File: src/rtl/wb_pkg.sv
`default_nettype none
// ============================================================================
// Module : wb_pkg
// Brief  : Shared widths and the write-back request record.
// Rev    : 1.0  initial release
// ============================================================================
package wb_pkg;
  localparam int XLEN       = 32;
  localparam int REG_ADDR_W = 5;

  typedef struct packed {
    logic [REG_ADDR_W-1:0] rd;
    logic [XLEN-1:0]       data;
  } wb_req_t;
endpackage
`default_nettype wire

File: src/rtl/rf_writeback_if.sv
`default_nettype none
// ============================================================================
// Module : rf_writeback_if
// Brief  : Producer handshakes, register-file write port and hazard lookups.
// Rev    : 1.0  initial release
// ============================================================================
interface rf_writeback_if #(
  parameter int XLEN       = 32,
  parameter int FIFO_DEPTH = 4
);
  localparam int CW = $clog2(FIFO_DEPTH + 1);

  logic            a_valid;
  logic            a_ready;
  logic [4:0]      a_rd;
  logic [XLEN-1:0] a_data;
  logic            b_valid;
  logic            b_ready;
  logic [4:0]      b_rd;
  logic [XLEN-1:0] b_data;
  logic            rf_we;
  logic [4:0]      rf_rd;
  logic [XLEN-1:0] rf_wd;
  logic [4:0]      chk_rs1;
  logic [4:0]      chk_rs2;
  logic            chk_busy1;
  logic            chk_busy2;
  logic [CW-1:0]   fifo_count;

  modport master (
    input  a_valid, a_rd, a_data, b_valid, b_rd, b_data, chk_rs1, chk_rs2,
    output a_ready, b_ready, rf_we, rf_rd, rf_wd, chk_busy1, chk_busy2, fifo_count
  );

  modport slave (
    output a_valid, a_rd, a_data, b_valid, b_rd, b_data, chk_rs1, chk_rs2,
    input  a_ready, b_ready, rf_we, rf_rd, rf_wd, chk_busy1, chk_busy2, fifo_count
  );
endinterface
`default_nettype wire

File: src/rtl/wb_fifo.sv
`default_nettype none
// ============================================================================
// Module : wb_fifo
// Brief  : Synchronous FIFO of write-back requests with per-entry rd exposure.
// Rev    : 1.0  initial release
// ============================================================================
module wb_fifo
  import wb_pkg::*;
#(
  parameter int DEPTH = 4
) (
  input  logic                                clk,
  input  logic                                reset,
  input  logic                                push,
  input  wb_req_t                             push_req,
  input  logic                                pop,
  output wb_req_t                             head,
  output logic [$clog2(DEPTH+1)-1:0]          count,
  output logic                                full,
  output logic                                empty,
  output logic [DEPTH-1:0]                    ent_valid,
  output logic [DEPTH-1:0][REG_ADDR_W-1:0]    ent_rd
);
  localparam int AW = $clog2(DEPTH);
  localparam int CW = $clog2(DEPTH + 1);
  localparam logic [AW-1:0] c_ptr_one = AW'(1);
  localparam logic [CW-1:0] c_cnt_one = CW'(1);
  localparam logic [CW-1:0] c_cnt_max = CW'(DEPTH);

  wb_req_t       r_mem [DEPTH];
  logic [AW-1:0] r_wr_ptr;
  logic [AW-1:0] r_rd_ptr;
  logic [CW-1:0] r_count;

  always_ff @(posedge clk) begin
    if (!reset) begin
      r_wr_ptr <= '0;
      r_rd_ptr <= '0;
      r_count  <= '0;
    end else begin
      if (push) begin
        r_mem[r_wr_ptr] <= push_req;
        r_wr_ptr        <= r_wr_ptr + c_ptr_one;
      end
      if (pop) r_rd_ptr <= r_rd_ptr + c_ptr_one;
      case ({push, pop})
        2'b10:   r_count <= r_count + c_cnt_one;
        2'b01:   r_count <= r_count - c_cnt_one;
        default: r_count <= r_count;
      endcase
    end
  end

  assign head  = r_mem[r_rd_ptr];
  assign count = r_count;
  assign full  = (r_count == c_cnt_max);
  assign empty = (r_count == '0);

  // An entry is live when its distance from the read pointer is below count.
  for (genvar i = 0; i < DEPTH; i++) begin : g_ent
    logic [AW-1:0] w_off;
    assign w_off        = AW'(i) - r_rd_ptr;
    assign ent_valid[i] = ({1'b0, w_off} < r_count);
    assign ent_rd[i]    = r_mem[i].rd;
  end
endmodule
`default_nettype wire

File: src/rtl/rf_writeback.sv
`default_nettype none
// ============================================================================
// Module : rf_writeback
// Brief  : Single write-port arbiter merging ALU (A) and buffered long-latency (B) results.
// Rev    : 1.0  initial release
// ============================================================================
module rf_writeback
  import wb_pkg::*;
#(
  parameter int XLEN       = wb_pkg::XLEN,
  parameter int FIFO_DEPTH = 4,
  parameter int STARVE_MAX = 3
) (
  input  logic          clk,
  input  logic          reset,
  rf_writeback_if.master bus
);
  localparam int SW = $clog2(STARVE_MAX + 1);
  localparam int CW = $clog2(FIFO_DEPTH + 1);
  localparam logic [SW-1:0]         c_starve_max = SW'(STARVE_MAX);
  localparam logic [SW-1:0]         c_starve_one = SW'(1);
  localparam logic [REG_ADDR_W-1:0] c_x0         = '0;

  logic [XLEN-1:0]                       w_a_data;
  logic                                  w_push;
  logic                                  w_pop;
  wb_req_t                               w_push_req;
  wb_req_t                               w_head;
  wb_req_t                               w_sel;
  logic [CW-1:0]                         w_count;
  logic                                  w_full;
  logic                                  w_empty;
  logic [FIFO_DEPTH-1:0]                 w_ent_valid;
  logic [FIFO_DEPTH-1:0][REG_ADDR_W-1:0] w_ent_rd;
  logic [FIFO_DEPTH-1:0]                 w_hit1;
  logic [FIFO_DEPTH-1:0]                 w_hit2;
  logic                                  w_force_b;
  logic                                  w_we;
  logic [SW-1:0]                         w_starve_nxt;

  logic                  r_we;
  logic [REG_ADDR_W-1:0] r_rd;
  logic [XLEN-1:0]       r_wd;
  logic [SW-1:0]         r_starve;

  assign w_a_data   = bus.a_data;
  assign w_push_req = '{rd: bus.b_rd, data: bus.b_data};
  assign w_push     = bus.b_valid && bus.b_ready && (bus.b_rd != c_x0);

  wb_fifo #(.DEPTH(FIFO_DEPTH)) u_fifo (
    .clk       (clk),
    .reset     (reset),
    .push      (w_push),
    .push_req  (w_push_req),
    .pop       (w_pop),
    .head      (w_head),
    .count     (w_count),
    .full      (w_full),
    .empty     (w_empty),
    .ent_valid (w_ent_valid),
    .ent_rd    (w_ent_rd)
  );

  assign w_force_b   = (r_starve == c_starve_max) && !w_empty;
  assign bus.a_ready = reset && !w_force_b;
  assign bus.b_ready = reset && !w_full;

  // Slot priority: starved B, then a real A write, then any queued B.
  always_comb begin
    w_pop        = 1'b0;
    w_we         = 1'b0;
    w_sel        = '0;
    w_starve_nxt = '0;
    if (w_force_b) begin
      w_pop = 1'b1;
      w_we  = 1'b1;
      w_sel = w_head;
    end else if (bus.a_valid && (bus.a_rd != c_x0)) begin
      w_we  = 1'b1;
      w_sel = '{rd: bus.a_rd, data: w_a_data};
      if (!w_empty)
        w_starve_nxt = (r_starve == c_starve_max) ? r_starve : r_starve + c_starve_one;
    end else if (!w_empty) begin
      w_pop = 1'b1;
      w_we  = 1'b1;
      w_sel = w_head;
    end
  end

  always_ff @(posedge clk) begin
    if (!reset) begin
      r_we     <= 1'b0;
      r_rd     <= '0;
      r_wd     <= '0;
      r_starve <= '0;
    end else begin
      r_we     <= w_we;
      r_starve <= w_starve_nxt;
      if (w_we) begin
        r_rd <= w_sel.rd;
        r_wd <= w_sel.data;
      end
    end
  end

  assign bus.rf_we      = r_we;
  assign bus.rf_rd      = r_rd;
  assign bus.rf_wd      = r_wd;
  assign bus.fifo_count = w_count;

  for (genvar i = 0; i < FIFO_DEPTH; i++) begin : g_hit
    assign w_hit1[i] = w_ent_valid[i] && (w_ent_rd[i] == bus.chk_rs1);
    assign w_hit2[i] = w_ent_valid[i] && (w_ent_rd[i] == bus.chk_rs2);
  end

  // The in-flight output register counts as pending until the RF edge lands.
  assign bus.chk_busy1 = (bus.chk_rs1 != c_x0) && ((|w_hit1) || (r_we && (r_rd == bus.chk_rs1)));
  assign bus.chk_busy2 = (bus.chk_rs2 != c_x0) && ((|w_hit2) || (r_we && (r_rd == bus.chk_rs2)));
endmodule
`default_nettype wire

File: src/flat_wrapper.sv
// flat-port wrapper written by rule: the top's interface ports become plain ports
module rf_writeback_flat import wb_pkg::*;
#(
  parameter int XLEN       = wb_pkg::XLEN,
  parameter int FIFO_DEPTH = 4,
  parameter int STARVE_MAX = 3
)
  (clk, reset, bus_a_valid, bus_a_rd, bus_a_data, bus_b_valid, bus_b_rd, bus_b_data, bus_chk_rs1, bus_chk_rs2, bus_a_ready, bus_b_ready, bus_rf_we, bus_rf_rd, bus_rf_wd, bus_chk_busy1, bus_chk_busy2, bus_fifo_count);
  rf_writeback_if #(.XLEN(XLEN), .FIFO_DEPTH(FIFO_DEPTH)) bus_i ();
  input  logic clk;
  input  logic reset;
  input wire logic [$bits(bus_i.a_valid)-1:0] bus_a_valid;
  input wire logic [$bits(bus_i.a_rd)-1:0] bus_a_rd;
  input wire logic [$bits(bus_i.a_data)-1:0] bus_a_data;
  input wire logic [$bits(bus_i.b_valid)-1:0] bus_b_valid;
  input wire logic [$bits(bus_i.b_rd)-1:0] bus_b_rd;
  input wire logic [$bits(bus_i.b_data)-1:0] bus_b_data;
  input wire logic [$bits(bus_i.chk_rs1)-1:0] bus_chk_rs1;
  input wire logic [$bits(bus_i.chk_rs2)-1:0] bus_chk_rs2;
  output wire logic [$bits(bus_i.a_ready)-1:0] bus_a_ready;
  output wire logic [$bits(bus_i.b_ready)-1:0] bus_b_ready;
  output wire logic [$bits(bus_i.rf_we)-1:0] bus_rf_we;
  output wire logic [$bits(bus_i.rf_rd)-1:0] bus_rf_rd;
  output wire logic [$bits(bus_i.rf_wd)-1:0] bus_rf_wd;
  output wire logic [$bits(bus_i.chk_busy1)-1:0] bus_chk_busy1;
  output wire logic [$bits(bus_i.chk_busy2)-1:0] bus_chk_busy2;
  output wire logic [$bits(bus_i.fifo_count)-1:0] bus_fifo_count;
  assign bus_i.a_valid = bus_a_valid;
  assign bus_i.a_rd = bus_a_rd;
  assign bus_i.a_data = bus_a_data;
  assign bus_i.b_valid = bus_b_valid;
  assign bus_i.b_rd = bus_b_rd;
  assign bus_i.b_data = bus_b_data;
  assign bus_i.chk_rs1 = bus_chk_rs1;
  assign bus_i.chk_rs2 = bus_chk_rs2;
  assign bus_a_ready = bus_i.a_ready;
  assign bus_b_ready = bus_i.b_ready;
  assign bus_rf_we = bus_i.rf_we;
  assign bus_rf_rd = bus_i.rf_rd;
  assign bus_rf_wd = bus_i.rf_wd;
  assign bus_chk_busy1 = bus_i.chk_busy1;
  assign bus_chk_busy2 = bus_i.chk_busy2;
  assign bus_fifo_count = bus_i.fifo_count;
  rf_writeback #(.XLEN(XLEN), .FIFO_DEPTH(FIFO_DEPTH), .STARVE_MAX(STARVE_MAX)) u_core (.clk(clk), .reset(reset), .bus(bus_i));
endmodule
File: config.mk
export PLATFORM = sky130hd
export DESIGN_NAME = rf_writeback_flat
export DESIGN_NICKNAME = d
export VERILOG_FILES = /design/src/rtl/wb_pkg.sv /design/src/rtl/rf_writeback_if.sv /design/src/rtl/wb_fifo.sv /design/src/rtl/rf_writeback.sv /design/src/flat_wrapper.sv
export SDC_FILE = /design/constraint.sdc
export NUM_CORES = 1
export LEC_CHECK = 0
export CELL_PAD_IN_SITES_DETAIL_PLACEMENT = 0
export CELL_PAD_IN_SITES_GLOBAL_PLACEMENT = 1
export CORE_MARGIN = 2
export CORE_UTILIZATION = 48
export CTS_CLUSTER_SIZE = 14
export DETAILED_ROUTE_END_ITERATION = 10
export PLACE_DENSITY = 0.84
export SYNTH_ARGS = -nofsm -noshare
export SYNTH_HDL_FRONTEND = slang
export SYNTH_SLANG_ARGS = --single-unit
File: constraint.sdc
create_clock -name clk -period 7.9 [get_ports clk]
set_input_delay 2.37 -clock clk [delete_from_list [all_inputs] [get_ports clk]]
set_output_delay 2.37 -clock clk [all_outputs]
set_load 0.005 [all_outputs]
==> results of run 1 <==
final timing paths:
path	startpoint	end	slack, ps
max	bus_chk_rs1[4]	bus_chk_busy1	960
min	u_core.r_starve[0]	u_core.r_starve[0]	450
max reg2reg	u_core.u_fifo.count[0]	u_core.u_fifo.r_mem[3][24]	5380
min reg2reg	u_core.r_starve[0]	u_core.r_starve[0]	450
cell type report:
type | count | area share
Clock inverter | 14 | 0.0140
Inverter | 12 | 0.00433
Timing Repair Buffer | 135 | 0.129
Tap cell | 225 | 0.0271
Sequential cell | 197 | 0.522
Multi-Input combinational cell | 286 | 0.262
Clock buffer | 18 | 0.0413
state kept, by name (all words and copies together) (netlist names), named ones only:
name and cells:
u_core.u_fifo.r_mem 148, u_core.bus.rf_wd 32, u_core.bus.rf_rd 5, u_core.u_fifo.count 3, u_core.r_starve 2, u_core.u_fifo.r_rd_ptr 2
u_core.u_fifo.r_wr_ptr 2, u_core.bus.rf_we 1
power by group through the flow:
stage | clock network [mW] | registers, mW | logic [mW]
6_report | 0.834 | 1.33 | 0.786
5_1_grt | 0.888 | 1.34 | 0.858
4_1_cts | 0.850 | 1.33 | 0.798
3_5_place_dp | 0 | 1.35 | 0.793
3_3_place_gp | 0 | 1.35 | 0.778
2_1_floorplan | 0 | 1.30 | 0.532
per-stage QoR:
step,std cells,hold WS [ps],power [mW]
3_3_place_gp,855,416,2.12
5_1_grt,887,474,3.09
3_5_place_dp,855,429,2.14
2_1_floorplan,530,404,1.84
6_report,887,454,2.94
4_1_cts,887,452,2.98
cells in the final DEF (no fill, tap or decap), drive strengths merged, types with 7 or more instances in the layout:
cell and instances:
mux4 37, nor3 41, xor2 31, o22ai 39, inv 18, clkdlybuf4s50 132, xnor2 24, edfxtp 148
dfxtp 49, nor2 45, clkbuf 18, nor4 7, ha 10
layer usage:
metal / global-route usage / vias to the layer above
met3: 0.0470 / 26
met5: 0 / -
li1: - / 2265
met1: 0.247 / 2466
met4: 0.0666 / 0
met2: 0.354 / 132
logic make-up (layout without fill, tap and decap cells):
logic type / after synthesis / in the layout / share of synthesized area
xor+xnor: 55 / 55 / 0.0574
simple gates: 126 / 126 / 0.0917
mux: 38 / 38 / 0.101
fa+ha+maj: 11 / 11 / 0.0173
flops: 197 / 197 / 0.647
buf+inv: 47 / 179 / 0.0297
compound gates: 56 / 56 / 0.0568
==> impl_metrics.toml, run 1 <==
[floorplanning]
boundaryPins = 133
core_area_um2 = 17200
die_area_um2 = 18600
rows = 48
initial_core_util = 0.488
die_h_um = 136
die_width_um = 136

[power_and_ir_drop]
clkPwrFrac = 0.283
p_leak_nw = 3.45
seq_power_share = 0.450
intPower_mw = 2.09
p_sw_mw = 0.856
p_comb_frac = 0.267
power_density_nw_per_um2 = 283
peakVddDrop_mv = 0.238
swShare = 0.291

[synth]
synth_top_area_share = 0.530
synth_area_per_cell_um2 = 15.8
synth_fp_nets = 629
yosysMostFrequentCell = "edfxtp_1"
ys_top_cells_by_area = "edfxtp_1, dfxtp_1, mux4_2"
syn-cell-area_um2 = 8390
ys_ff_latch = 197
postSynthCellCount = 530
synth-seq-area-share = 0.647
synth_edf_count = 148
synth_flop_cell = "edfxtp_1"
synth_top_area_cell = "edfxtp_1"
yosys_warnings = 0
async_flop_share = 0
yosys-top-cells-count = "edfxtp_1, dfxtp_1, nor2_1"
ys_types = 46

[cts]
post_cts.repair.setup_buffers = 0
cts-root-buf = "clkbuf_16"
cts_resized = 0
cts_tree = "done"
clk_pin_slew_ps = 70
cts_buffers = 17
clockBufferDepth = 2
hold_buffers = 0
h-tree-depth = 4
clock_latency_ps = 430
cts_sinks = 197

[detailed_routing]
wire_per_inst_um = 20.1
drc = 0
met3_length_um = 836
first_pass_iters = 5
viasPerCell = 5.51
wl_met2_um = 9190
ant_nets = 0
vias = 4889
wl_met1_um = 7440
wirelength_um = 17800
first_iter_violations = 253
highest_layer = "met4"

[grt]
grt_use_total = 0.202
grt_pass1_vias = 5194
grt_max_degree = 39
antenna_found_initial = 0
grt_pass1_wl_um = 27700
overflow = 0

[worst_setup_path]
endpoint_kind = "primary output"
r2r_cells = 4
cp.depth = 7
critPathMaxFanout = 6
critPathRequiredTime_ps = 5530
cp_num_buf_inv = 2
cp-start-kind = "input port"
arrival_ps = 4570
crit_slowest_cell = "clkdlybuf4s50_1"
crit_family = "buffers and inverters"
path_cells = "clkdlybuf4s50_1, xor2_1, nor4_1, and3_1, nor4_1, a21oi_1, clkdlybuf4s50_1"
setup.worst_path.class = "input port to primary output"
max_stage_delay_ps = 590

[sta]
finalWorstSetupSlack_ps = 956
fin_skew_ps = 7.74
rsz0062_at_grt = "no"
fmax_mhz = 144
tns_ps = 0
worst_pin_slew_ps = 1090
slew_headroom = 0.276
slew_viol_final = 0
fin_crit_ps = 6940
setup_viol = 0
finalHoldViolCount = 0
fin_crit_sh = 0.879

[finish]
drive_above_1_share = 0.196
fill_cells = 1330
multi_input_area_um2 = 2730
final_cell_area_um2 = 10400
fin_nets = 748
area_growth_pct = 24.0
antenna_cells = 0
post-route-util = 0.606
regArea_um2 = 5430

[placed_design]
dp_slack_ps = 979
detailed_place_hpwl_um = 11700
place.gp.congestion = 0.935
io_buffers = 132
dpl-instance-area_um2 = 9830

[flow_run]
drv_cap = 0

[outcome]
status = "finished clean"

[worst_hold_path]
hp-class = "register to register"
holdPathStages = 1
No activity file was read; power rests on OpenSTA's default activity.
==> run 2, diff against run 1 <==
--- a/config.mk
+++ b/config.mk
@@ -8,10 +8,10 @@
 export CELL_PAD_IN_SITES_DETAIL_PLACEMENT = 0
 export CELL_PAD_IN_SITES_GLOBAL_PLACEMENT = 1
 export CORE_MARGIN = 2
-export CORE_UTILIZATION = 48
+export CORE_UTILIZATION = 45
 export CTS_CLUSTER_SIZE = 14
 export DETAILED_ROUTE_END_ITERATION = 10
-export PLACE_DENSITY = 0.84
+export PLACE_DENSITY = 0.79
 export SYNTH_ARGS = -nofsm -noshare
 export SYNTH_HDL_FRONTEND = slang
 export SYNTH_SLANG_ARGS = --single-unit
==> impl_metrics.toml, run 2 (synthesis results as in run 1) <==
[outcome]
status = "finished clean"

[finish]
layout.cells.non_filler = 891
fill_cells = 1428
multi_input_area_um2 = 2730
largest_reg_flops = 148
post-route-util = 0.575
registers.top_by_ff_count = "u_core.u_fifo.r_mem"
drive_above_1_share = 0.199
final_common_cell = "edfxtp_1"
final_cell_area_um2 = 10400
fin_nets = 748
area_growth_pct = 24.4
antenna_cells = 0
layout_common_cells = "edfxtp_1, clkdlybuf4s50_1, dfxtp_1"
regArea_um2 = 5430

[grt]
grt_pass1_vias = 5239
grt_max_degree = 39
antenna_found_initial = 0
overflow = 0
grt_pass1_wl_um = 28900
grt_use_total = 0.195

[power_and_ir_drop]
p_comb_frac = 0.264
clkPwrFrac = 0.290
power.total_mw = 2.98
power_density_nw_per_um2 = 286
peakVddDrop_mv = 0.171
p_leak_nw = 3.46
swShare = 0.289
p_sw_mw = 0.861
intPower_mw = 2.12
seq_power_share = 0.446

[sta]
whs_ps = 451
slew_headroom = 0.277
worst_pin_slew_ps = 1090
slew_viol_final = 0
finalWorstSetupSlack_ps = 1010
rsz0062_at_grt = "no"
fin_crit_ps = 6890
tns_ps = 0
finalHoldViolCount = 0
fin_crit_sh = 0.872
setup_viol = 0
fmax_mhz = 145
fin_skew_ps = 11.7

[flow_run]
drv_cap = 0

[worst_setup_path]
r2r_setup_slack_ps = 5380
r2r_cells = 4
crit_path_frequent_cell = "clkdlybuf4s50_1"
path_cells = "clkdlybuf4s50_1, xnor2_1, nand3_1, or4_1, nand4_1, o22a_1, clkdlybuf4s50_1"
critPathMaxFanout = 6
endpoint_kind = "primary output"
rr_startpoint = "u_core.u_fifo.count[0]"
crit_slowest_cell = "clkdlybuf4s50_1"
cp-start-kind = "input port"
max_stage_delay_ps = 670
crit_family = "buffers and inverters"
setup.worst_path.class = "input port to primary output"
arrival_ps = 4520
r2r_end = "u_core.u_fifo.r_mem[3][36]"
cp_num_buf_inv = 2
critPathRequiredTime_ps = 5530

[cts]
post_cts.repair.setup_buffers = 0
cts_resized = 0
hold_buffers = 0
h-tree-depth = 4
cts_sinks = 197
clockBufferDepth = 2
clk_pin_slew_ps = 60
cts_buffers = 17
clock_latency_ps = 430
cts-root-buf = "clkbuf_16"
cts_tree = "done"

[placed_design]
place.gp.congestion = 0.851
io_buffers = 132
detailed_place_hpwl_um = 12200
dp_slack_ps = 1020
dpl-instance-area_um2 = 9830
placedCellCount = 859

[detailed_routing]
viasPerCell = 5.45
vias = 4855
drc = 0
ant_nets = 0
wire_per_inst_um = 20.8
first_iter_violations = 262
wirelength_um = 18600
first_pass_iters = 4

[floorplanning]
initial_core_util = 0.462
rows = 49
die_width_um = 141
die_area_um2 = 19800
boundaryPins = 133
core_area_um2 = 18100
die_h_um = 141

[worst_hold_path]
hold_path.startpoint = "u_core.r_starve[0]"
holdPathStages = 1
hp-class = "register to register"
worstHoldEndpoint = "u_core.r_starve[0]"
-- run 2: cell count changes in the layout (fill, tap and decap cells not counted), sizes merged --
cell / before / now
inv: 18 / 16
clkinvlp: 1 / 2
bufinv: 1 / 2
-- run 2: power groups by stage --
| stage | registers [mW] | clock network, mW | logic (mW) |
|---|---|---|---|
| floorplan | 1.30 | 0 | 0.532 |
| global placement | 1.35 | 0 | 0.782 |
| detailed placement | 1.36 | 0 | 0.798 |
| CTS | 1.33 | 0.880 | 0.802 |
| global route | 1.35 | 0.920 | 0.859 |
| finish | 1.33 | 0.865 | 0.789 |
-- run 2: worst reg2reg max path, stage by stage (launching register included) --
cell and delay [ps]:
dfxtp_1 460, inv_1 120, a31oi_1 270, o211a_1 360
and2_2 930
-- run 2: worst max path at each step --
| stage | end | cells after the start | slack [ps] | start |
|---|---|---|---|---|
| after floorplan | bus_chk_busy2 | 6 | 1970 | bus_chk_rs2[0] |
| after global placement | bus_chk_busy2 | 7 | 1010 | bus_chk_rs2[0] |
| after detailed placement | bus_chk_busy2 | 7 | 1020 | bus_chk_rs2[0] |
| after CTS | bus_chk_busy2 | 7 | 1010 | bus_chk_rs2[0] |
| after global routing | bus_chk_busy2 | 7 | 880 | bus_chk_rs2[0] |
| final | bus_chk_busy2 | 7 | 1010 | bus_chk_rs2[4] |
-- run 2: area by class of cell --
class,instances,share of cell area
multi-input cells,286,0.262
clock inverters,14,0.0165
flip-flops and latches,197,0.520
well taps,229,0.0275
repair buffers,135,0.129
clock buffers,18,0.0411
inverters,12,0.00432
-- run 2: layer usage --
metal / global-route usage / wire length (µm)
met1: 0.236 / 7580
met2: 0.353 / 9830
met3: 0.0345 / 843
met4: 0.0653 / 301
met5: 0 / 0
==> run 3, diff against run 2 <==
--- a/config.mk
+++ b/config.mk
@@ -8,10 +8,10 @@
 export CELL_PAD_IN_SITES_DETAIL_PLACEMENT = 0
 export CELL_PAD_IN_SITES_GLOBAL_PLACEMENT = 1
 export CORE_MARGIN = 2
-export CORE_UTILIZATION = 45
+export CORE_UTILIZATION = 48
 export CTS_CLUSTER_SIZE = 14
 export DETAILED_ROUTE_END_ITERATION = 10
-export PLACE_DENSITY = 0.79
+export PLACE_DENSITY = 0.84
 export SYNTH_ARGS = -nofsm -noshare
 export SYNTH_HDL_FRONTEND = slang
 export SYNTH_SLANG_ARGS = --single-unit
==> results of run 3 <==
No change in the layout: final DEF, timing and power equal those of run 1.
